`config.mk`:
```
export PLATFORM = sky130hd
export DESIGN_NAME = alu_ctrl_fsm
export DESIGN_NICKNAME = d
export VERILOG_FILES = /design/src/rtl/alu_ctrl_fsm_pkg.sv /design/src/rtl/alu_ctrl_fsm_imm_extend.sv /design/src/rtl/alu_ctrl_fsm.sv
export SDC_FILE = /design/constraint.sdc
export NUM_CORES = 1
export LEC_CHECK = 0
export CORE_MARGIN = 2
export CORE_UTILIZATION = 42
export DETAILED_ROUTE_END_ITERATION = 12
export GPL_TIMING_DRIVEN = 0
export PLACE_DENSITY = 0.84
export SLEW_MARGIN = 10
export SYNTH_ARGS = -nofsm -noshare
export SYNTH_HDL_FRONTEND = slang
export SYNTH_SLANG_ARGS = --single-unit
```
`constraint.sdc`:
```
create_clock -name Clk -period 2.1 [get_ports Clk]
set_input_delay 0.42 -clock Clk [delete_from_list [all_inputs] [get_ports Clk]]
set_output_delay 0.42 -clock Clk [all_outputs]
set_load 0.02 [all_outputs]
```
`src/rtl/alu_ctrl_fsm_pkg.sv`:
```
// Shared definitions for the ALU control FSM: instruction field positions,
// op/ext encodings, controller states and the immediate-extension rule.
package alu_ctrl_fsm_pkg;

    localparam int unsigned INSTR_W   = 16;
    localparam int unsigned FIELD_W   = 4;
    localparam int unsigned FLAG_W    = 5;
    localparam int unsigned OPCODE_W  = 5;
    localparam int unsigned IMM_SRC_W = 8;

    // Instruction word field bit positions
    localparam int unsigned OP_MSB    = 15;
    localparam int unsigned OP_LSB    = 12;
    localparam int unsigned RDEST_MSB = 11;
    localparam int unsigned RDEST_LSB = 8;
    localparam int unsigned EXT_MSB   = 7;
    localparam int unsigned EXT_LSB   = 4;
    localparam int unsigned RSRC_MSB  = 3;
    localparam int unsigned RSRC_LSB  = 0;
    localparam int unsigned IMM_MSB   = 7;
    localparam int unsigned IMM_LSB   = 0;

    // Op / Ext encodings
    localparam logic [FIELD_W-1:0] OP_REG     = 4'b0000;
    localparam logic [FIELD_W-1:0] OP_ANDI    = 4'b0001;
    localparam logic [FIELD_W-1:0] OP_ORI     = 4'b0010;
    localparam logic [FIELD_W-1:0] OP_XORI    = 4'b0011;
    localparam logic [FIELD_W-1:0] OP_ADD     = 4'b0101;
    localparam logic [FIELD_W-1:0] OP_CMP     = 4'b1011;
    localparam logic [FIELD_W-1:0] OP_MOV     = 4'b1101;
    localparam logic [FIELD_W-1:0] OP_ILLEGAL = 4'b1111;

    typedef enum logic [1:0] {
        ST_IDLE,
        ST_DECODE,
        ST_EXECUTE,
        ST_WRITEBACK
    } state_t;

    // Logical immediates are zero-extended; all other immediates sign-extended
    function automatic logic imm_is_zero_ext(input logic [FIELD_W-1:0] op);
        return (op == OP_ANDI) || (op == OP_ORI) || (op == OP_XORI);
    endfunction

endpackage

```
`src/rtl/alu_ctrl_fsm_imm_extend.sv`:
```
// Combinational immediate extender.
// Ports: op    - instruction op field, selects zero or sign extension
//        raw   - 8-bit immediate from the instruction word
//        imm_c - immediate extended to IMM_W bits
module alu_ctrl_fsm_imm_extend
    import alu_ctrl_fsm_pkg::*;
#(
    parameter int unsigned IMM_W = 16
) (
    input  logic [FIELD_W-1:0]   op,
    input  logic [IMM_SRC_W-1:0] raw,
    output logic [IMM_W-1:0]     imm_c
);

    always_comb begin
        imm_c = IMM_W'($signed(raw));
        if (imm_is_zero_ext(op)) begin
            imm_c = IMM_W'(raw);
        end
    end

endmodule

```
`src/rtl/alu_ctrl_fsm.sv`:
```
// ALU control FSM: accepts one instruction word in IDLE, decodes it into
// register addresses / op select / immediate, latches ALU flags and pulses
// the register-file write enable. IDLE -> DECODE -> EXECUTE -> WRITEBACK.
// Ports: Clk, Rst (sync, active-low)
//        InstrIn/InstrValid/InstrReady - instruction handshake
//        Flags                         - ALU flags for the current op
//        RdestRegLoc/RsrcRegLoc        - register-file addresses
//        Imm/Imm_s                     - immediate operand and its select
//        OpCode                        - ALU operation select
//        En                            - register-file write enable pulse
//        Psr                           - latched flag register
//        Illegal                       - pulse on undefined instruction
module alu_ctrl_fsm
    import alu_ctrl_fsm_pkg::*;
#(
    parameter int unsigned IMM_W = 16
) (
    input  logic                Clk,
    input  logic                Rst,
    input  logic [INSTR_W-1:0]  InstrIn,
    input  logic                InstrValid,
    output logic                InstrReady,
    input  logic [FLAG_W-1:0]   Flags,
    output logic [FIELD_W-1:0]  RdestRegLoc,
    output logic [FIELD_W-1:0]  RsrcRegLoc,
    output logic [IMM_W-1:0]    Imm,
    output logic                Imm_s,
    output logic [OPCODE_W-1:0] OpCode,
    output logic                En,
    output logic [FLAG_W-1:0]   Psr,
    output logic                Illegal
);

    state_t               state, state_d;
    logic [FIELD_W-1:0]   eff_op, eff_op_d;
    logic                 ready_d, en_d, illegal_d, imm_s_d;
    logic [FLAG_W-1:0]    psr_d;
    logic [OPCODE_W-1:0]  opcode_d;
    logic [IMM_W-1:0]     imm_d, imm_ext;
    logic [FIELD_W-1:0]   rdest_d, rsrc_d;

    logic [FIELD_W-1:0]   in_op, in_ext;

    assign in_op  = InstrIn[OP_MSB:OP_LSB];
    assign in_ext = InstrIn[EXT_MSB:EXT_LSB];

    alu_ctrl_fsm_imm_extend #(
        .IMM_W (IMM_W)
    ) u_imm_extend (
        .op    (in_op),
        .raw   (InstrIn[IMM_MSB:IMM_LSB]),
        .imm_c (imm_ext)
    );

    // State and registered outputs
    always_ff @(posedge Clk) begin
        if (!Rst) begin
            state       <= ST_IDLE;
            eff_op      <= '0;
            InstrReady  <= 1'b1;
            En          <= 1'b0;
            Illegal     <= 1'b0;
            Psr         <= '0;
            OpCode      <= '0;
            Imm         <= '0;
            Imm_s       <= 1'b0;
            RdestRegLoc <= '0;
            RsrcRegLoc  <= '0;
        end else begin
            state       <= state_d;
            eff_op      <= eff_op_d;
            InstrReady  <= ready_d;
            En          <= en_d;
            Illegal     <= illegal_d;
            Psr         <= psr_d;
            OpCode      <= opcode_d;
            Imm         <= imm_d;
            Imm_s       <= imm_s_d;
            RdestRegLoc <= rdest_d;
            RsrcRegLoc  <= rsrc_d;
        end
    end

    // Next state and next output values
    always_comb begin
        state_d   = state;
        eff_op_d  = eff_op;
        en_d      = 1'b0;
        illegal_d = 1'b0;
        psr_d     = Psr;
        opcode_d  = OpCode;
        imm_d     = Imm;
        imm_s_d   = Imm_s;
        rdest_d   = RdestRegLoc;
        rsrc_d    = RsrcRegLoc;

        case (state)
            ST_IDLE: begin
                if (InstrValid && InstrReady) begin
                    state_d   = ST_DECODE;
                    // Register form takes its ALU op from Ext
                    eff_op_d  = (in_op == OP_REG) ? in_ext : in_op;
                    opcode_d  = OPCODE_W'(eff_op_d);
                    imm_s_d   = (in_op != OP_REG);
                    imm_d     = imm_ext;
                    rdest_d   = InstrIn[RDEST_MSB:RDEST_LSB];
                    rsrc_d    = InstrIn[RSRC_MSB:RSRC_LSB];
                    illegal_d = (in_op == OP_ILLEGAL);
                end
            end
            ST_DECODE: begin
                // Illegal is high only while decoding an undefined word
                state_d = Illegal ? ST_IDLE : ST_EXECUTE;
            end
            ST_EXECUTE: begin
                state_d = ST_WRITEBACK;
                if (eff_op != OP_MOV) begin
                    psr_d = Flags;
                end
                en_d = (eff_op != OP_CMP);
            end
            ST_WRITEBACK: begin
                state_d = ST_IDLE;
            end
            default: begin
                state_d = ST_IDLE;
            end
        endcase

        ready_d = (state_d == ST_IDLE);
    end

endmodule

```
# Yosys cells after proc, flatten, opt, wreduce, memory -nomap -nowiden
# Cells that the tools add are included.
[totals]
ff_bits = 39
elab_cells = 35
output_inout_bits = 38
[classes]
n_mux = 5
n_reduce_logical = 11
n_eq_ne = 9
[ops]
columns = ["operator", "n"]
rows = [
  ["$mux W16", 1],
  ["$eq A4 B2 Y1 const B", 2],
  ["$ne A4 B4 Y1 const B", 2],
  ["$pmux W2 S4", 1],
  ["$reduce_and A2 Y1", 3],
  ["$eq A2 B2 Y1 const B", 2],
  ["$eq A4 B1 Y1 const B", 1],
  ["$eq A4 B4 Y1 const B", 1],
  ["$logic_not A2 Y1", 2],
  ["$logic_not A4 Y1", 1],
  ["$mux W2", 2],
  ["$mux W4", 1],
  ["$reduce_bool A4 Y1", 1],
  ["$reduce_and A3 Y1", 1],
  ["$eq A2 B1 Y1 const B", 1],
  ["$logic_or A1 B1 Y1", 2],
  ["$logic_and A1 B1 Y1", 1],
]

# Longest topological paths before layout
# Gate-level depths: netlist of the first run.
[logic_depth]
depth_word = 4
mapped_depth = 5

# By module
# A second synthesis of the first run with hierarchy kept.
[hier_totals]
hier_cells = 187
area_unflattened_um2 = 1754.2
[modules_own_cells]
columns = ["mod", "area_per_inst_um2", "cells_each", "instances", "seq_area_each_um2"]
rows = [
  ["alu_ctrl_fsm", 1629.1, 170, 1, 780.7],
  ["alu_ctrl_fsm_imm_extend", 125.1, 17, 1, 0.0],
]

# Worst setup path after synthesis of the first run
# Ideal clock, no wire load.
[synth_timing]
kind = "flip-flop to flip-flop"
from = "register InstrReady"
to = "register Imm_s"
arrival_time_ns = 1.057
slack_ns = 0.927
path_stages_with_launch = 6
required_time_ns = 1.984
n_path_buf = 2
period_less_slack_ns = 1.173
setup_time_ns = 0.116
path_cell_list = "dfxtp_1 and4bb_1 buf_6 buf_6 nand2_1 o211a_1"
[synth_via]
elab_chain_len = 2
[synth_rtl]
columns = ["element", "line", "rtl"]
rows = [
  ["start: declaration", "alu_ctrl_fsm.sv:22", "output logic InstrReady,"],
  ["start signal: assignment", "alu_ctrl_fsm.sv:72", "InstrReady <= ready_d;"],
  ["$logic_and A1 B1 Y1", "alu_ctrl_fsm.sv:99", "if (InstrValid && InstrReady) begin"],
  ["$reduce_and A2 Y1 (no line)", "n/a", ""],
  ["end signal: assignment", "alu_ctrl_fsm.sv:78", "Imm_s <= imm_s_d;"],
  ["end: declaration", "alu_ctrl_fsm.sv:27", "output logic Imm_s,"],
]
# Every way passes these cells.
# A chain may end at the register's enable or synchronous reset.

==> results of run 1 <==
==> path summary, 6_finish.rpt <==
check	end	startpoint	cells after the start	slack, ns
worst max-delay path	Imm[11]	Imm[14]	2	0.11
worst min-delay path	Psr[3]	Psr[3]	2	0.47
worst max register to register	Psr[2]	state[1]	4	0.90
worst min register to register	Psr[3]	Psr[3]	2	0.47
==> cells in the final DEF (no fill, tap or decap) <==
cell type and count:
mux2i_1 5, o21ai_1 5, and3_1 1, clkbuf_1 2, nor2b_1 1, nand4b_1 2, a21oi_1 9, nand4_1 1
buf_4 13, o31ai_1 1, nor3b_1 1, clkdlybuf4s50_1 60, a21boi_1 12, nor2_1 2, nand3_1 1, o211a_1 1
conb_1 1, buf_2 2, nand2_1 36, nand4bb_1 1, dfxtp_1 28, clkbuf_4 3, and2_1 1, nor4_4 1
o21a_1 2, buf_6 3, and4bb_1 1, bufinv_16 1
==> cells by family after synthesis <==
| logic type | count (synthesis) |
|---|---|
| buf+inv | 20 |
| mux | 5 |
| flops | 28 |
| other cells | 1 |
| compound gates | 30 |
| simple gates | 49 |
==> critical path, cell delays in order (launching register included) <==
cell	delay [ns]
dfxtp_1	0.50
buf_4	0.16
clkdlybuf4s50_1	0.59
==> power breakdown <==
| part | leakage (nW) | switching [W] | internal (W) |
|---|---|---|---|
| Combinational | 0.479 | 0.000262 | 0.000289 |
| Clock | 0.0279 | 0.000156 | 0.000193 |
| Sequential | 0.229 | 0.0000483 | 0.000598 |
==> routing by layer <==
layer	vias to the layer above	wire, µm
met5	-	0
met4	0	21
met3	2	186
met2	34	1630
met1	527	1280
li1	563	-
==> cell type report <==
type | instances | area (µm²) | area share
Timing Repair Buffer | 60 | 601 | 0.318
Sequential cell | 28 | 561 | 0.296
Tap cell | 31 | 38.8 | 0.0205
Buffer | 20 | 149 | 0.0788
Clock buffer | 3 | 22.5 | 0.0119
Multi-Input combinational cell | 85 | 489 | 0.259
Clock inverter | 1 | 30.0 | 0.0159
==> metrics by stage <==
stage                     area, µm²  power [W]  cells  hold slack, ns
after floorplan                1200   0.000955    133           0.532
after global placement         1840    0.00119    224           0.443
after detailed placement       1840    0.00121    224           0.454
after CTS                      1890    0.00156    228           0.474
after global routing           1890    0.00162    228           0.497
final                          1890    0.00155    228           0.469
==> flip-flops by register name, indices dropped and copies added (netlist names) <==
| register | count |
|---|---|
| En | 1 |
| Illegal | 1 |
| Imm | 6 |
| Imm_s | 1 |
| InstrReady | 1 |
| Psr | 5 |
| RdestRegLoc | 4 |
| RsrcRegLoc | 3 |
| eff_op | 4 |
| state | 2 |
==> impl_metrics.tcl, run 1 <==
set metrics [dict create \
    vdd_ir_drop_max_uv 539 \
    viasPerCell 4.94 \
    cts_max_level 1 \
    final.min_clock_period_ns 1.99 \
    rsz0062_at_grt "false" \
    final.fill_count 207 \
    cts-root-buf "clkbuf_4" \
    drt-initial-drc-count 23 \
    required_ns 1.68 \
    use_met1 0.224 \
    layout.nets 222 \
    synth-edff-count 0 \
    cts_buffer_depth 2 \
    synth_warnings 0 \
    cts_buffers 3 \
    finalHoldViolations 0 \
    cp_max_fo 9 \
    grt_max_degree 17 \
    drc 0 \
    cp.arrival_ns 1.57 \
    status "complete, no violations" \
    synthTopCellsByCount "nand2_1, dfxtp_1, buf_4, a21boi_1, a21oi_1" \
    pre_cts_ws_ns 0.363 \
    synth_fa_ha_area_frac 0 \
    cp-end-kind "output port" \
    clock-sinks 28 \
    leakage_nw 0.736 \
    syn_avg_cell_area_um2 9.01 \
    firstDrtPassIters 4 \
    clk_pin_slew_ns 0.15 \
    hold_buffers 0 \
    synthArstFlopShare 0 \
    drive_gt1_frac 0.117 \
    grt_use_total 0.194 \
    synth_top_family_by_area "simple AND/OR/NAND/NOR gates" \
    syn_nets 157 \
    drtAntennaViolNets 0 \
    finalClockSkew_ns 0.00388 \
    synthXorXnorAreaFrac 0 \
    clock.fmax_mhz 503 \
    synth_area_leaders "dfxtp_1, nand2_1, buf_4" \
    synthesis.instances 133 \
    finalCoreUtilization 0.692 \
    diodes 0 \
    worst_slack_ns 0.110 \
    die_width_um 57.4 \
    grt_pass1_vias 1093 \
    ys_seq_area_frac 0.468 \
    wl_um 3130 \
    met3_usage 0.0340 \
    fp.coreArea_um2 2730 \
    gp_congestion 0.805 \
    critPathKind "register to output port" \
    synthSimpleGateAreaFrac 0.203 \
    hold_path_class "register to register" \
    via_count 1126 \
    io_buffers 60 \
    cap_violations 0 \
    post_cts_buffers 0 \
    synth_compound_area_frac 0.161 \
    wl_per_cell_um 13.7 \
    dieArea_um2 3300 \
    synth_flop_cell "dfxtp_1" \
    initial_core_util 0.438 \
    power.density_nw_per_um2 818 \
    synth_top_cell_by_area "dfxtp_1" \
    synth.most_common_cell "nand2_1" \
    ys_ff_latch 28 \
    clock_latency_ns 0.32 \
    netlist.area_leader.share 0.468 \
    antenna_found_initial 0 \
    finalSetupViolCount 0 \
    use_met2 0.352 \
    post_cts_resized 0 \
    min_period_over_period 0.947 \
    syn_area_um2 1200 \
    synth.area.mux_share 0.0418 \
    tns_ns 0 \
    dieHeight_um 57.4 \
    dp_hpwl_um 2430 \
    grt_pass1_wl_um 5020 \
    rows 19 \
    io_pins 62 \
    maxSlewViolCount 0 \
    grt_most_used_layer "met2" \
    grt_overflow 0 \
    synth_cell_types 25 \
    critPathLaunchType "register" \
    area_delta_synth_final_pct 57.7 \
    cts_tree "done" \
]
(Power assumes the default switching activity.)
==> run 2, diff against run 1 <==
--- a/config.mk
+++ b/config.mk
@@ -5,7 +5,6 @@
 export SDC_FILE = /design/constraint.sdc
 export NUM_CORES = 1
 export LEC_CHECK = 0
-export CORE_MARGIN = 2
 export CORE_UTILIZATION = 42
 export DETAILED_ROUTE_END_ITERATION = 12
 export GPL_TIMING_DRIVEN = 0
==> impl_metrics.tcl, run 2 (synthesis gave the netlist of run 1 again) <==
set metrics [dict create \
    p_comb_frac 0.355 \
    drt-initial-drc-count 34 \
    crit_buf_inv 2 \
    largest_registers "Imm x6, Psr x5" \
    clock-sinks 28 \
    grt_use_total 0.211 \
    ff2ff_setup_slack_ns 0.89 \
    clk_pin_slew_ns 0.16 \
    viasPerCell 5.00 \
    hp-start "RdestRegLoc[2]" \
    tns_ns 0 \
    cpMaxStageDelayCell "clkdlybuf4s50_1" \
    die_width_um 55.4 \
    finalSetupViolCount 0 \
    drt-met1-wl_um 1280 \
    critPathLaunchType "register" \
    finalCoreUtilization 0.692 \
    wl_met3_um 153 \
    diodes 0 \
    drive_gt1_frac 0.117 \
    antenna_found_initial 0 \
    hold_ws_ns 0.462 \
    via_count 1141 \
    vdd_ir_drop_max_uv 625 \
    finalHoldViolations 0 \
    cts_buffer_depth 2 \
    cts_tree "done" \
    io_buffers 60 \
    cap_violations 0 \
    rr_startpoint "state[1]" \
    layout_common_cells "clkdlybuf4s50_1, nand2_1, dfxtp_1, buf_4, a21boi_1" \
    status "complete, no violations" \
    cts-root-buf "clkbuf_4" \
    finalClockSkew_ns 0.0142 \
    layout.nets 222 \
    grt_overflow 0 \
    p_int_w 0.00108 \
    initial_core_util 0.438 \
    final.min_clock_period_ns 2.00 \
    slowest_delay_ns 0.59 \
    dr_wl_met2_um 1530 \
    largest_reg_flops 6 \
    final.fill_count 213 \
    drc 0 \
    wl_um 3050 \
    worstPathCellList "buf_4 > clkdlybuf4s50_1" \
    maxSlewViolCount 0 \
    hold_depth 2 \
    mostFrequentLayoutCell "clkdlybuf4s50_1" \
    drtAntennaViolNets 0 \
    hold_end "RdestRegLoc[2]" \
    final_cell_count_no_fill 228 \
    clock_latency_ns 0.34 \
    grt_max_degree 17 \
    cp.arrival_ns 1.58 \
    post_cts_resized 0 \
    leakage_nw 0.736 \
    grt_pass1_wl_um 5060 \
    min_period_over_period 0.954 \
    hold_buffers 0 \
    rsz0062_at_grt "false" \
    crit_family "buffers and inverters" \
    grt_pass1_vias 1135 \
    dieArea_um2 3070 \
    critPathKind "register to output port" \
    final_area_um2 1890 \
    dieHeight_um 55.4 \
    cp_max_fo 9 \
    required_ns 1.68 \
    place_inst 224 \
    p_sw_w 0.000479 \
    cts_buffers 3 \
    rows 19 \
    cts_max_level 1 \
    top_register "Imm" \
    firstDrtPassIters 4 \
    swShare 0.307 \
    reg2reg_to "Psr[2]" \
    dp_hpwl_um 2420 \
    post_cts_buffers 0 \
    gp_congestion 0.794 \
    cp-end-kind "output port" \
    r2r_cells 4 \
    hold_path_class "register to register" \
    clock.fmax_mhz 499 \
    wl_per_cell_um 13.4 \
    top_layer "met4" \
    area_delta_synth_final_pct 57.7 \
    fp.coreArea_um2 2730 \
    clkPwrFrac 0.232 \
    io_pins 62 \
    power.density_nw_per_um2 824 \
    placed_area_um2 1840 \
    seqPwrFrac 0.413 \
]
[run 2: cell counts in the layout (fill, tap and decap cells not counted)]
Identical to the previous run, type by type.
[run 2: power by group through the flow]
stage / Sequential, W / Clock [W] / Combinational, W
after floorplan: 0.000723 / 0 / 0.000233
after global placement: 0.000652 / 0 / 0.000541
after detailed placement: 0.000655 / 0 / 0.000554
after CTS: 0.000644 / 0.000361 / 0.000556
after global routing: 0.000653 / 0.000391 / 0.000586
final: 0.000644 / 0.000361 / 0.000553
[run 2: metal layers]
metal | GRT usage | vias to the layer above
li1 | - | 560
met1 | 0.247 | 530
met2 | 0.361 | 43
met3 | 0.0351 | 8
met4 | 0.118 | 0
met5 | 0 | -
[run 2: through the flow]
stage	setup WS (ns)	power (W)
2_1_floorplan	0.927	0.000955
3_3_place_gp	0.402	0.00119
3_5_place_dp	0.344	0.00121
4_1_cts	0.0727	0.00156
5_1_grt	0.0276	0.00163
6_report	0.0973	0.00156
[run 2: worst max-delay path by stage]
stage / startpoint / end / slack, ns / cells past startpoint
detailed placement: InstrIn[12] / eff_op[2] / 0.34 / 4
global placement: InstrIn[12] / eff_op[2] / 0.40 / 4
global route: Imm[14] / Imm[9] / 0.03 / 2
CTS: Imm[14] / Imm[9] / 0.07 / 2
floorplan: InstrReady / Imm_s / 0.93 / 5
finish: Imm[14] / Imm[9] / 0.1 / 2
[run 2: worst reg2reg max path: stages (launching register included)]
cell	delay, ns
dfxtp_1	0.38
nor2b_1	0.26
and2_1	0.18
buf_4	0.15
mux2i_1	0.19
[run 2: layout make-up]
cell class	instances	area, µm²	area share
plain buffers	20	149	0.0788
clock buffers	3	22.5	0.0119
clock inverters	1	30.0	0.0159
multi-input cells	85	489	0.259
flip-flops and latches	28	561	0.296
well taps	31	38.8	0.0205
repair buffers	60	601	0.318
